### src/rtl/fetch_unit.sv
// fetch_unit: instruction fetch stage with one outstanding memory request,
// a one-entry skid buffer for responses that land while IF/ID is frozen,
// and branch/jump redirect handling that discards in-flight responses.
// Optional feature macro: FETCH_STATS_EN builds the FetchCount/StallCount
// counters; without it both outputs are tied to zero.
// The memory acks a request no earlier than the cycle after it is issued.
// The ack cycle completes that request, so the bus may carry the next
// request in the same cycle.
module fetch_unit #(
  parameter logic [15:0] RESET_PC = 16'h0000
) (
  input  logic        clk,
  input  logic        rest,
  input  logic        Freze_In,
  input  logic        Jump,
  input  logic [15:0] JumpAddress,
  input  logic        brTaken,
  input  logic [15:0] BranchAddress,
  output logic        IMem_Req,
  output logic [15:0] IMem_Addr,
  input  logic        IMem_Ack,
  input  logic [15:0] IMem_Data,
  output logic [15:0] MemResult_Out,
  output logic [15:0] PCPlus2_Out,
  output logic        Valid_Out,
  output logic [15:0] FetchCount,
  output logic [15:0] StallCount
);

  typedef enum logic [1:0] {
    FETCH   = 2'd0,
    HOLD    = 2'd1,
    DISCARD = 2'd2
  } state_t;

  state_t      state_q;
  logic [15:0] pc_q;         // address of the next request to issue
  logic [15:0] addr_q;       // address of the outstanding request
  logic        pending_q;    // a request has been issued and not yet acked
  logic        valid_q;
  logic [15:0] data_q;
  logic [15:0] pc2_q;
  logic [15:0] skid_data_q;
  logic [15:0] skid_pc2_q;

  logic        redirect;
  logic [15:0] target;
  logic        held;
  logic        ack_hit;
  logic        issue;

  assign redirect = brTaken | Jump;
  // Branch wins over jump; bit 0 of any target is dropped.
  assign target   = (brTaken ? BranchAddress : JumpAddress) & 16'hFFFE;
  // Outstanding request still waiting for its response.
  assign held     = pending_q & ~IMem_Ack;
  assign ack_hit  = pending_q & IMem_Ack;
  // New request only in FETCH, bus free, output free or being consumed,
  // and not while a redirect makes the current PC stale.
  assign issue    = rest & ~redirect & (state_q == FETCH) & ~held
                  & (~valid_q | ~Freze_In);

  assign IMem_Req      = rest & (held | issue);
  assign IMem_Addr     = !rest ? 16'h0000 : (held ? addr_q : pc_q);
  assign MemResult_Out = data_q;
  assign PCPlus2_Out   = pc2_q;
  assign Valid_Out     = valid_q;

  // Fetch FSM: request tracking, PC, output register and skid buffer.
  always_ff @(posedge clk) begin
    if (!rest) begin
      state_q     <= FETCH;
      pc_q        <= RESET_PC & 16'hFFFE;
      addr_q      <= 16'h0000;
      pending_q   <= 1'b0;
      valid_q     <= 1'b0;
      data_q      <= 16'h0000;
      pc2_q       <= 16'h0000;
      skid_data_q <= 16'h0000;
      skid_pc2_q  <= 16'h0000;
    end else begin
      // NOTE: non-blocking assignments let every register here see the
      // pre-edge value of every other one, independent of statement order.
      pending_q <= held | issue;
      if (issue) addr_q <= pc_q;

      if (redirect) begin
        pc_q        <= target;
        valid_q     <= 1'b0;
        data_q      <= 16'h0000;
        pc2_q       <= 16'h0000;
        skid_data_q <= 16'h0000;
        skid_pc2_q  <= 16'h0000;
        state_q     <= held ? DISCARD : FETCH;
      end else begin
        if (issue) pc_q <= pc_q + 16'd2;
        case (state_q)
          FETCH: begin
            if (ack_hit) begin
              if (!valid_q || !Freze_In) begin
                data_q  <= IMem_Data;
                pc2_q   <= addr_q + 16'd2;
                valid_q <= 1'b1;
              end else begin
                skid_data_q <= IMem_Data;
                skid_pc2_q  <= addr_q + 16'd2;
                state_q     <= HOLD;
              end
            end else if (valid_q && !Freze_In) begin
              valid_q <= 1'b0;
              data_q  <= 16'h0000;
              pc2_q   <= 16'h0000;
            end
          end
          HOLD: begin
            if (!Freze_In) begin
              data_q      <= skid_data_q;
              pc2_q       <= skid_pc2_q;
              valid_q     <= 1'b1;
              skid_data_q <= 16'h0000;
              skid_pc2_q  <= 16'h0000;
              state_q     <= FETCH;
            end
          end
          DISCARD: begin
            if (ack_hit) state_q <= FETCH;
          end
          default: state_q <= FETCH;
        endcase
      end
    end
  end

`ifdef FETCH_STATS_EN
  logic [15:0] fetch_cnt_q;
  logic [15:0] stall_cnt_q;
  logic        accept;

  // An instruction counts once it is taken into the output or skid register.
  assign accept = ~redirect & (state_q == FETCH) & ack_hit;

  // Statistics counters, free-running and wrapping.
  always_ff @(posedge clk) begin
    if (!rest) begin
      fetch_cnt_q <= 16'h0000;
      stall_cnt_q <= 16'h0000;
    end else begin
      if (accept)             fetch_cnt_q <= fetch_cnt_q + 16'd1;
      if (valid_q && Freze_In) stall_cnt_q <= stall_cnt_q + 16'd1;
    end
  end

  assign FetchCount = fetch_cnt_q;
  assign StallCount = stall_cnt_q;
`else
  assign FetchCount = 16'h0000;
  assign StallCount = 16'h0000;
`endif

endmodule

### config.mk
export PLATFORM = sky130hd
export DESIGN_NAME = fetch_unit
export DESIGN_NICKNAME = d
export VERILOG_FILES = /design/src/rtl/fetch_unit.sv
export SDC_FILE = /design/constraint.sdc
export NUM_CORES = 1
export LEC_CHECK = 0
export CAP_MARGIN = 10
export CORE_MARGIN = 4
export CORE_UTILIZATION = 52
export DETAILED_ROUTE_END_ITERATION = 8
export GPL_TIMING_DRIVEN = 0
export PLACE_DENSITY_LB_ADDON = 0.3
export SLEW_MARGIN = 15
export SYNTH_ARGS = -nofsm -noshare
export SYNTH_HDL_FRONTEND = slang
export SYNTH_SLANG_ARGS = --single-unit
### constraint.sdc
create_clock -name clk -period 3.8 [get_ports clk]
set_clock_uncertainty 0.1 [all_clocks]
set_input_delay 0.76 -clock clk [delete_from_list [all_inputs] [get_ports clk]]
set_output_delay 0.76 -clock clk [all_outputs]
set_load 0.05 [all_outputs]
==> impl_results.md <==
* Outcome: finished, final reports clean
* FF-to-FF path depth at 6
* Post-layout util at ~69%
* XOR/XNOR share of the synthesized area at ~4.1%
* Final WL at approximately 14,000 um
* Largest cells by area after synthesis: dfxtp_1, a21oi_1, nand2_1
* Routed len/inst at 15.4 um
* #FFs+latches synth at 96
* Worst-path clk slew at roughly 90 ps
* Router iterations before antenna repair at 5
* Post-synth EDFFs at 0
* GRT Util Overall at 24.4%
* PD cells at about 330 nW/um^2
* Clock root buffer: clkbuf_8
* CP endpoint kind: output port
* VDD IR-drop max at around 0.00016 V
* Total grt overflow at 0
* Die ar. at 11,200 sq um
* Fin nets at 832
* Most frequent cell after synthesis: dfxtp_1
* WP depth at 7
* Static leakage at 0.00230 uW
* Post-Synth Adder-Cell Area at 0.503%
* Worst Tran Pin Value at 544 ps
* CP Data Arrival Time at 2710 ps
* Final hold vios at 0
* Complex-gate fraction of the synthesized area at between 20% and 30%
* Final min period at 3570 ps
* Port Buf Inserts at 99
* Vias at 5,029
* Final ANT Viol Nets at 0
* Synth area leader: dfxtp_1
* Inserted Diodes at 0
* Post-synthesis simple-gate area fraction at approximately 23%
* Max_cap viols at 0
* Synth cell count leaders: dfxtp_1, nand2_1, a21oi_1
* FMAX at 0.280 GHz
* Fin. max-slew vios at 0
* Initial DRC count at between 200 and 250
* Share of cells above drive strength 1 at between 10% and 20%
* Synth Flop Type: dfxtp_1
* Largest family of logic cells by synthesized area: simple AND/OR/NAND/NOR gates
* Layout Area Growth over Synthesis at 28.6%
* Worst path required time at 2940 ps
* Reg-to-reg startpoint: state_q[0]$_SDFFE_PN0P_
* GPL Wtd Cong at 0.891
* Critical Path Fanout Max at 10
* Residual DRC at 0
* Post-CTS Hold Buffers at 0
* Detailed placer's ending HPWL at around 11,000 um
* Worst path bufs/invs at 4
* Boundary pin count at between 100 and 150
* Initial Utilization at about 54%
* TritonCTS Sinks at 96
* First-pass GRT wire length at between 20,000 and 25,000 um
* Cell Area, Synth at 4970 sq um
* CP Capture Point: IMem_Addr[6]
* Max transition margin at between 60% and 70%
* Cell mode on critical path: clkbuf_1
* Critical path's slowest cell: clkdlybuf4s50_1
* CP peak stage delay at approximately 570 ps
* CTS Buf Count at 9
* Antenna violations before repair at 0
* Post-Synthesis Cells at approximately 630
* Via density at around 5.5
* Setup TNS at 0 ps
* Die Width at around 110 um
* CP top delay family: buffers and inverters
* Area fraction of the dominant cell type after synthesis at between 30% and 40%
* CP Cell Sequence: clkdlybuf4s50_1 > nand2b_1 > clkbuf_1 > clkbuf_1 > nand2_1 > a21oi_1 > clkbuf_2
* Hold Crit Class: reg2reg
* Worst Setup Path Type: in2out
* CORE AREA at 9280 sq um
* Clock Latency Late Sink at 360 ps
* FFs w/ async S/R, synth at 0%
* Syn Area/Cell at around 7.8 sq um
* Setup bufs post-CTS at 0
* Final Cycle Share at 93.8%
* Final setup violation count at 0
* Die height at around 110 um
* Largest net degree at the start of global routing at 18
* Number of global-route vias before repair at 4,785
* Post-cts resize count at 11
* FP Rows at 35
* RSZ-0062 raised after global routing: no
* Beginning of the critical path: IMem_Ack
* Worst setup SP type: input port
* Multiplexer share of the synthesized area at between 1 and 1.5%
* R2R Path End: PCPlus2_Out[1]$_SDFFE_PP0P_
* Post-synthesis sequential area ratio at between 30% and 40%
* R2R setup slack at ~1800 ps
* Clk buf depth at 2
* CTS tree: built
* YS warnings at 0
* Synth unique cells at 54
* H-tree levels at 3
## worst min-delay path: stages, from the launching register on
cell	delay, ps
dfxtp_1	320
nand2_1	50
o21ai_1	50
## sequential cells by signal, summed over array words and instances (netlist names)
register,count
pc_q,15
Valid_Out,1
skid_data_q,16
pending_q,1
MemResult_Out,16
state_q,2
skid_pc2_q,15
addr_q,15
PCPlus2_Out,15
## cells in the final DEF, fill, tap and decap left out, types with 11 or more instances in the layout
cell type | Yosys | routed
a211oi_1 | 22 | 22
nand4_1 | 11 | 11
o21ai_1 | 19 | 19
nand2_1 | 92 | 92
clkdlybuf4s50_1 | 0 | 83
nor2_1 | 65 | 65
dfxtp_1 | 96 | 96
buf_4 | 34 | 34
a22oi_1 | 18 | 18
nor4b_1 | 18 | 18
xnor2_1 | 18 | 18
clkbuf_1 | 38 | 37
conb_1 | 1 | 34
a21oi_1 | 71 | 71
nand3_1 | 11 | 11
o21ai_0 | 15 | 15
## metrics by stage
step	setup WS (ps)	std cells	hold WS [ps]	area [sq um]	total power, uW
after detailed placement	-274	895	341	6250	1470
after global placement	-296	895	334	6250	1470
after global routing	11.0	910	378	6390	2160
after CTS	7.60	910	354	6420	2090
after floorplan	727	667	327	5100	1340
final	235	910	356	6390	2090
## report_power, final
part           leakage, uW  internal [uW]  switching, uW
clock network    0.0000831            263            378
logic              0.00144            144            247
registers         0.000778           1030           29.6
total              0.00230           1430            654
## cell families after synthesis
logic type / Yosys count
compound gates: 176
xor+xnor: 23
fa+ha+maj: 2
buf+inv: 94
flops: 96
mux: 7
other cells: 1
simple gates: 235
## worst min path at each step
stage / from / to / slack (ps) / cells past startpoint
CTS: skid_pc2_q[9]$_SDFFE_PP0P_ / skid_pc2_q[9]$_SDFFE_PP0P_ / 350 / 2
floorplan: skid_pc2_q[14]$_SDFFE_PP0P_ / skid_pc2_q[14]$_SDFFE_PP0P_ / 330 / 2
finish: skid_pc2_q[9]$_SDFFE_PP0P_ / skid_pc2_q[9]$_SDFFE_PP0P_ / 360 / 2
detailed placement: skid_pc2_q[9]$_SDFFE_PP0P_ / skid_pc2_q[9]$_SDFFE_PP0P_ / 340 / 2
global route: skid_pc2_q[12]$_SDFFE_PP0P_ / skid_pc2_q[12]$_SDFFE_PP0P_ / 380 / 2
global placement: skid_pc2_q[15]$_SDFFE_PP0P_ / skid_pc2_q[15]$_SDFFE_PP0P_ / 330 / 2
## final cells by class
class | instances | area (sq um)
plain buffers | 84 | 455
fillers | 801 | 2890
inverters | 9 | 33.8
well taps | 129 | 161
repair buffers | 99 | 952
clock buffers | 10 | 138
multi-input cells | 477 | 2680
clock inverters | 6 | 50.0
flip-flops and latches | 96 | 1920
## per-layer routing
layer | track usage, % | wire length, um | vias to the layer above
met5 | 0 | 0 | -
met4 | 8.70 | 280 | 0
met3 | 4.10 | 969 | 30
met2 | 42.9 | 6960 | 223
met1 | 30.0 | 5760 | 2325
li1 | - | - | 2451
No activity file was read; power rests on OpenSTA's default activity.
